`config.mk`:
```
export PLATFORM = sky130hd
export DESIGN_NAME = ddr_port_arbiter
export DESIGN_NICKNAME = d
export VERILOG_FILES = /design/src/rtl/ddr_port_arbiter.sv
export SDC_FILE = /design/constraint.sdc
export NUM_CORES = 1
export LEC_CHECK = 0
export CORE_AREA = 2 2 241 243
export CTS_CLUSTER_DIAMETER = 50
export DETAILED_ROUTE_END_ITERATION = 7
export DIE_AREA = 0 0 243 245
export PLACE_DENSITY = 0.46
export REMOVE_ABC_BUFFERS = 1
export SLEW_MARGIN = 10
export SYNTH_ARGS = -nofsm -noshare
export SYNTH_HDL_FRONTEND = slang
export SYNTH_SLANG_ARGS = --single-unit
```
`constraint.sdc`:
```
create_clock -name clk -period 3.25 [get_ports clk]
set_input_delay 0.65 -clock clk [delete_from_list [all_inputs] [get_ports clk]]
set_output_delay 0.65 -clock clk [all_outputs]
set_load 0.1 [all_outputs]
```
`src/rtl/ddr_port_arbiter.sv`:
```
// Round-robin arbiter sharing one DDR read/write port among NUM_CORES solver cores.
// Latches the winning request, drives the upstream handshake and routes grants/beats back.
module ddr_port_arbiter #(
  parameter int NUM_CORES      = 4,
  parameter int ADDR_W         = 32,
  parameter int DATA_W         = 32,
  parameter int LEN_W          = 8,
  parameter int TIMEOUT_CYCLES = 1024,
  parameter int IDX_W          = (NUM_CORES > 1) ? $clog2(NUM_CORES) : 1
) (
  input  logic                          clk,
  input  logic                          rst_n,
  input  logic [NUM_CORES-1:0]          core_rd_req,
  input  logic [NUM_CORES*ADDR_W-1:0]   core_rd_addr,
  input  logic [NUM_CORES*LEN_W-1:0]    core_rd_len,
  output logic [NUM_CORES-1:0]          core_rd_grant,
  output logic [NUM_CORES-1:0]          core_rd_valid,
  output logic [DATA_W-1:0]             core_rd_data,
  input  logic [NUM_CORES-1:0]          core_wr_req,
  input  logic [NUM_CORES*ADDR_W-1:0]   core_wr_addr,
  input  logic [NUM_CORES*DATA_W-1:0]   core_wr_data,
  output logic [NUM_CORES-1:0]          core_wr_grant,
  output logic                          ddr_read_req,
  output logic [ADDR_W-1:0]             ddr_read_addr,
  output logic [LEN_W-1:0]              ddr_read_len,
  input  logic                          ddr_read_grant,
  input  logic [DATA_W-1:0]             ddr_read_data,
  input  logic                          ddr_read_valid,
  output logic                          ddr_write_req,
  output logic [ADDR_W-1:0]             ddr_write_addr,
  output logic [DATA_W-1:0]             ddr_write_data,
  input  logic                          ddr_write_grant,
  output logic                          busy,
  output logic [IDX_W-1:0]              owner_idx,
  output logic                          err_timeout
);

  localparam logic [1:0] IDLE    = 2'd0;
  localparam logic [1:0] RD_REQ  = 2'd1;
  localparam logic [1:0] RD_DATA = 2'd2;
  localparam logic [1:0] WR_REQ  = 2'd3;

  localparam int TMR_W = $clog2(TIMEOUT_CYCLES + 1);
  localparam logic [IDX_W-1:0] LAST_IDX = IDX_W'(NUM_CORES - 1);

  logic [1:0]           state;
  logic [IDX_W-1:0]     rr_ptr;
  logic [IDX_W-1:0]     owner;
  logic [ADDR_W-1:0]    rd_addr_q;
  logic [LEN_W-1:0]     rd_len_q;
  logic [ADDR_W-1:0]    wr_addr_q;
  logic [DATA_W-1:0]    wr_data_q;
  logic [LEN_W-1:0]     beat_cnt;
  logic [TMR_W-1:0]     timer;

  logic [NUM_CORES-1:0] cand;
  logic                 found;
  logic                 win_rd;
  logic [IDX_W-1:0]     win;
  logic [IDX_W:0]       probe;

  // Rotating search starting at rr_ptr; read beats write for the same core.
  always_comb begin
    cand   = core_rd_req | core_wr_req;
    found  = 1'b0;
    win_rd = 1'b0;
    win    = '0;
    probe  = '0;
    for (int unsigned k = 0; k < NUM_CORES; k++) begin
      probe = {1'b0, rr_ptr} + (IDX_W + 1)'(k);
      if (probe >= (IDX_W + 1)'(NUM_CORES))
        probe = probe - (IDX_W + 1)'(NUM_CORES);
      if (!found && cand[probe[IDX_W-1:0]]) begin
        found  = 1'b1;
        win    = probe[IDX_W-1:0];
        win_rd = core_rd_req[probe[IDX_W-1:0]];
      end
    end
  end

  logic [NUM_CORES-1:0] owner_oh;
  logic [LEN_W-1:0]     beats;
  logic                 beat_acc;
  logic                 rd_last;
  logic                 tmo;
  logic [IDX_W-1:0]     next_ptr;

  assign owner_oh = NUM_CORES'(1) << owner;
  assign beats    = (rd_len_q == '0) ? LEN_W'(1) : rd_len_q;
  assign beat_acc = ddr_read_valid &&
                    (((state == RD_REQ) && ddr_read_grant) || (state == RD_DATA));
  assign rd_last  = beat_acc && (({1'b0, beat_cnt} + (LEN_W + 1)'(1)) == {1'b0, beats});
  assign tmo      = (state == RD_DATA) && !beat_acc && (timer == TMR_W'(TIMEOUT_CYCLES - 1));
  assign next_ptr = (owner == LAST_IDX) ? '0 : owner + 1'b1;

  always_ff @(posedge clk or negedge rst_n) begin
    if (!rst_n) begin
      state     <= IDLE;
      rr_ptr    <= '0;
      owner     <= '0;
      rd_addr_q <= '0;
      rd_len_q  <= '0;
      wr_addr_q <= '0;
      wr_data_q <= '0;
      beat_cnt  <= '0;
      timer     <= '0;
    end else begin
      case (state)
        IDLE: begin
          if (found) begin
            owner    <= win;
            beat_cnt <= '0;
            timer    <= '0;
            if (win_rd) begin
              rd_addr_q <= core_rd_addr[win*ADDR_W +: ADDR_W];
              rd_len_q  <= core_rd_len[win*LEN_W +: LEN_W];
              state     <= RD_REQ;
            end else begin
              wr_addr_q <= core_wr_addr[win*ADDR_W +: ADDR_W];
              wr_data_q <= core_wr_data[win*DATA_W +: DATA_W];
              state     <= WR_REQ;
            end
          end
        end
        RD_REQ: begin
          if (ddr_read_grant) begin
            if (rd_last) begin
              state  <= IDLE;
              rr_ptr <= next_ptr;
            end else begin
              state <= RD_DATA;
              timer <= '0;
              if (beat_acc) beat_cnt <= beat_cnt + 1'b1;
            end
          end
        end
        RD_DATA: begin
          if (rd_last || tmo) begin
            state  <= IDLE;
            rr_ptr <= next_ptr;
          end else if (beat_acc) begin
            beat_cnt <= beat_cnt + 1'b1;
            timer    <= '0;
          end else begin
            timer <= timer + 1'b1;
          end
        end
        WR_REQ: begin
          if (ddr_write_grant) begin
            state  <= IDLE;
            rr_ptr <= next_ptr;
          end
        end
        default: state <= IDLE;
      endcase
    end
  end

  assign ddr_read_req   = (state == RD_REQ);
  assign ddr_read_addr  = rd_addr_q;
  assign ddr_read_len   = rd_len_q;
  assign ddr_write_req  = (state == WR_REQ);
  assign ddr_write_addr = wr_addr_q;
  assign ddr_write_data = wr_data_q;
  assign core_rd_grant  = ((state == RD_REQ) && ddr_read_grant) ? owner_oh : '0;
  assign core_rd_valid  = beat_acc ? owner_oh : '0;
  assign core_rd_data   = ddr_read_data;
  assign core_wr_grant  = ((state == WR_REQ) && ddr_write_grant) ? owner_oh : '0;
  assign busy           = (state != IDLE);
  assign owner_idx      = owner;
  assign err_timeout    = tmo;

endmodule

```
==> key figures <==
Outcome
  • Run status: finished clean

Power
  • NetSw: 0.00959 W
  • LEAKAGE: 6.46 nW
  • Switching Share: 53.7%
  • Sequential Power Share: 16.7%
  • P_int: 0.00825 W
  • Clk pwr share: 11.8%
  • Power Dens Cells: 1110 nW/um2
  • Comb pwr share: 71.5%
  • Peak supply drop: 0.000660 V

Floorplanning
  • Die extent in x: 243 um
  • Initial Utilization: 16.0%
  • Die ar.: 59,500 um2
  • Die outline height: 245 um
  • Num ports: 615
  • Core area: 57,000 um2
  • FP Rows: 88

Worst hold path
  • WHS Path Cells: 1
  • Hold path startpoint: timer[9]
  • Hold Path Class: reg2reg
  • Worst Hold Path EP: timer[9]

Logic synthesis
  • Top cell type's share of synthesized area: 35.4%
  • Ys flop type: dfrtp_1
  • Most numerous cell in the Yosys netlist: dfrtp_1
  • Ranking of synthesized cells by area: dfrtp_1 (35%), mux4_2 (26%), mux2_4 (8.1%), mux2_2 (7.2%), buf_4 (2.9%)
  • Post-synth top cells: dfrtp_1 (129), mux4_2 (105), mux2_2 (58)
  • Warnings from Yosys: 0
  • Post-synthesis cell count: 657
  • Cell Area, Synth: 9130 um2
  • Post-synthesis sequential area ratio: 35.4%
  • Mean post-synth cell area: 13.9 um2
  • Unique masters post-synth: 60
  • Synth Register Bits: 129
  • Ys async rst share: 100%
  • EDFF count, synth: 0
  • Area leader, netlist: dfrtp_1

STA
  • Count of final setup violators: 0
  • Max-slew violation count: 0
  • Minimum clock period: 2.96 ns
  • Relative slew slack: 44.5%
  • Fin crit share: 91.1%
  • RSZ-0062 raised after global routing: no
  • Fmax: 0.338 GHz
  • Final Hold Viols: 0
  • Clk_skew: 0.0100 ns
  • Slew of the pin with the lowest slew margin: 0.825 ns
  • Worst setup margin: 0.289 ns
  • Hold WS: 0.484 ns

Worst setup path
  • Worst reg-to-reg path cell count: 7
  • CP Max Fanout: 4
  • Reg-to-reg endpoint: beat_cnt[3]
  • Worst setup path class: reg2out
  • Reg2Reg Launch Point: timer[0]
  • Top delay family on crit path: simple AND/OR/NAND/NOR gates
  • Buf/Inv on CP: 1
  • Critical path's slowest cell: or4_1
  • Crit path arrival time: 2.31 ns
  • Worst Path Required: 2.60 ns
  • Reg-to-reg slack, setup: 0.29 ns
  • CP cell instances: ha_1, nand2_1, or4_1, nor3_2, buf_12
  • Crit path largest cell delay: 0.61 ns
  • CP endpoint kind: primary output
  • CP startpoint kind: flip-flop

Layout
  • Multi-input gate area: 5290 um2
  • Final Non-Filler Cells: 1,982
  • Nets@finish: 1,675
  • Layout fillers: 6,023
  • Register area: 3230 um2
  • Area Growth Syn to Fin: 76.1%
  • Layout Utilization: 28.2%
  • Share of cells above drive strength 1: 35.8%

GRT
  • First-pass GRT wire length: 64,000 um
  • Initial antenna violation count: 1
  • Largest net degree at the start of global routing: 69
  • Vias in the first global route: 8,898
  • Grt ovf: 0
  • Gr usage total: 15.2%

Place
  • Post-Place Setup Slack: -0.103 ns
  • Gpl congestion: 0.814
  • Dpl cells: 1,949
  • Number of port buffers: 550
  • HPWL reported at the end of detailed placement: 38,400 um

Detailed routing
  • Wire length per cell: 22.9 um
  • DRC violations left: 0
  • First drt pass iteration count: 4
  • Antenna viol nets, final: 0
  • DRT iter0 DRCs: 346
  • Drt via density: 4.13
  • DR vias: 8,176
  • WL final: 45,500 um

Flow run
  • Max-cap viol count: 0

Clock tree
  • Number of buffers created by CTS: 17
  • TritonCTS clock tree: done
  • Worst-path clk slew: 0.06 ns
  • CTS root buf: clkbuf_16
  • CTS max path bufs: 2
  • H-tree depth: 4
  • Clk sinks: 129
  • Setup bufs post-CTS: 0
  • Later-pin clock latency in the skew report: 0.47 ns
registers in the layout (all words and copies together) (netlist names):
register	cells
timer	11
beat_cnt	8
ddr_write_addr	32
state	2
ddr_write_data	32
ddr_read_len	8
ddr_read_addr	32
owner_idx	2
rr_ptr	2
placed cells by master (no fill, tap or decap), types with 10 or more instances in the layout:
cell type	n
and3_1	15
buf_12	23
buf_4	157
clkbuf_16	17
clkdlybuf4s50_1	427
dfrtp_1	129
ha_1	10
inv_1	11
mux2_2	58
mux2_4	49
mux4_2	105
nand2_1	14
nand3_1	19
nor2_1	22
o21ai_0	13
cell families after synthesis:
kind of cell,synth area share (%)
compound gates,6.40
xor+xnor,0.822
fa+ha+maj,1.37
buf+inv,7.03
flops,35.4
mux,41.4
simple gates,7.59
layout make-up:
cell class | instances | area share (%)
Inverter | 11 | 0.257
Antenna cell | 1 | 0.0156
Timing Repair Buffer | 609 | 36.9
Clock inverter | 10 | 0.980
Sequential cell | 129 | 20.1
Multi-Input combinational cell | 436 | 32.9
Tap cell | 765 | 5.95
Clock buffer | 21 | 2.93
per-layer routing:
layer  GRT usage (%)  part of all wire, %  vias up
li1                -                    -     3677
met1            16.8                   39     4034
met5            7.43                  1.3        -
met4            5.23                  1.9        6
met3            11.3                   15       50
met2            21.8                   43      409
power by group through the flow:
stage	logic (W)	registers, W	clock network (W)
2_1_floorplan	0.00452	0.00777	0
3_3_place_gp	0.0129	0.00300	0
3_5_place_dp	0.0129	0.00300	0
4_1_cts	0.0129	0.00300	0.00221
5_1_grt	0.0134	0.00311	0.00226
6_report	0.0128	0.00299	0.00210
repair_timing:
item,4_1_cts,5_1_grt
hold endpoints to repair,16,0
resized for setup,0,1
hold buffers,1,0
setup endpoints to repair,0,1
worst max-delay path by stage:
stage | to | startpoint | slack [ns] | cells after the start
floorplan | ddr_write_addr[0] | core_rd_req[2] | -3.94 | 6
global placement | ddr_write_addr[8] | core_rd_req[2] | -0.12 | 9
detailed placement | ddr_write_data[30] | core_rd_req[2] | -0.10 | 9
CTS | err_timeout | timer[0] | 0.06 | 5
global route | beat_cnt[7] | timer[0] | 0.07 | 7
finish | err_timeout | timer[0] | 0.29 | 5
stage by stage:
stage | instance area (um2) | power, W | TNS, ns
after detailed placement | 15400 | 0.0159 | -4.58
final | 16100 | 0.0178 | 0
after floorplan | 8530 | 0.0123 | -411.50
after CTS | 16100 | 0.0182 | 0
after global placement | 15400 | 0.0159 | -5.40
after global routing | 16100 | 0.0187 | 0
worst register-to-register path, stage by stage, from the launching register on:
cell      delay, ns
dfrtp_1        0.39
ha_1           0.25
nand2_1        0.12
or4_1          0.61
o31ai_1        0.71
nand2b_1       0.24
nand2b_1       0.33
o221ai_1       0.17
Power figures use the tool's default switching activity.
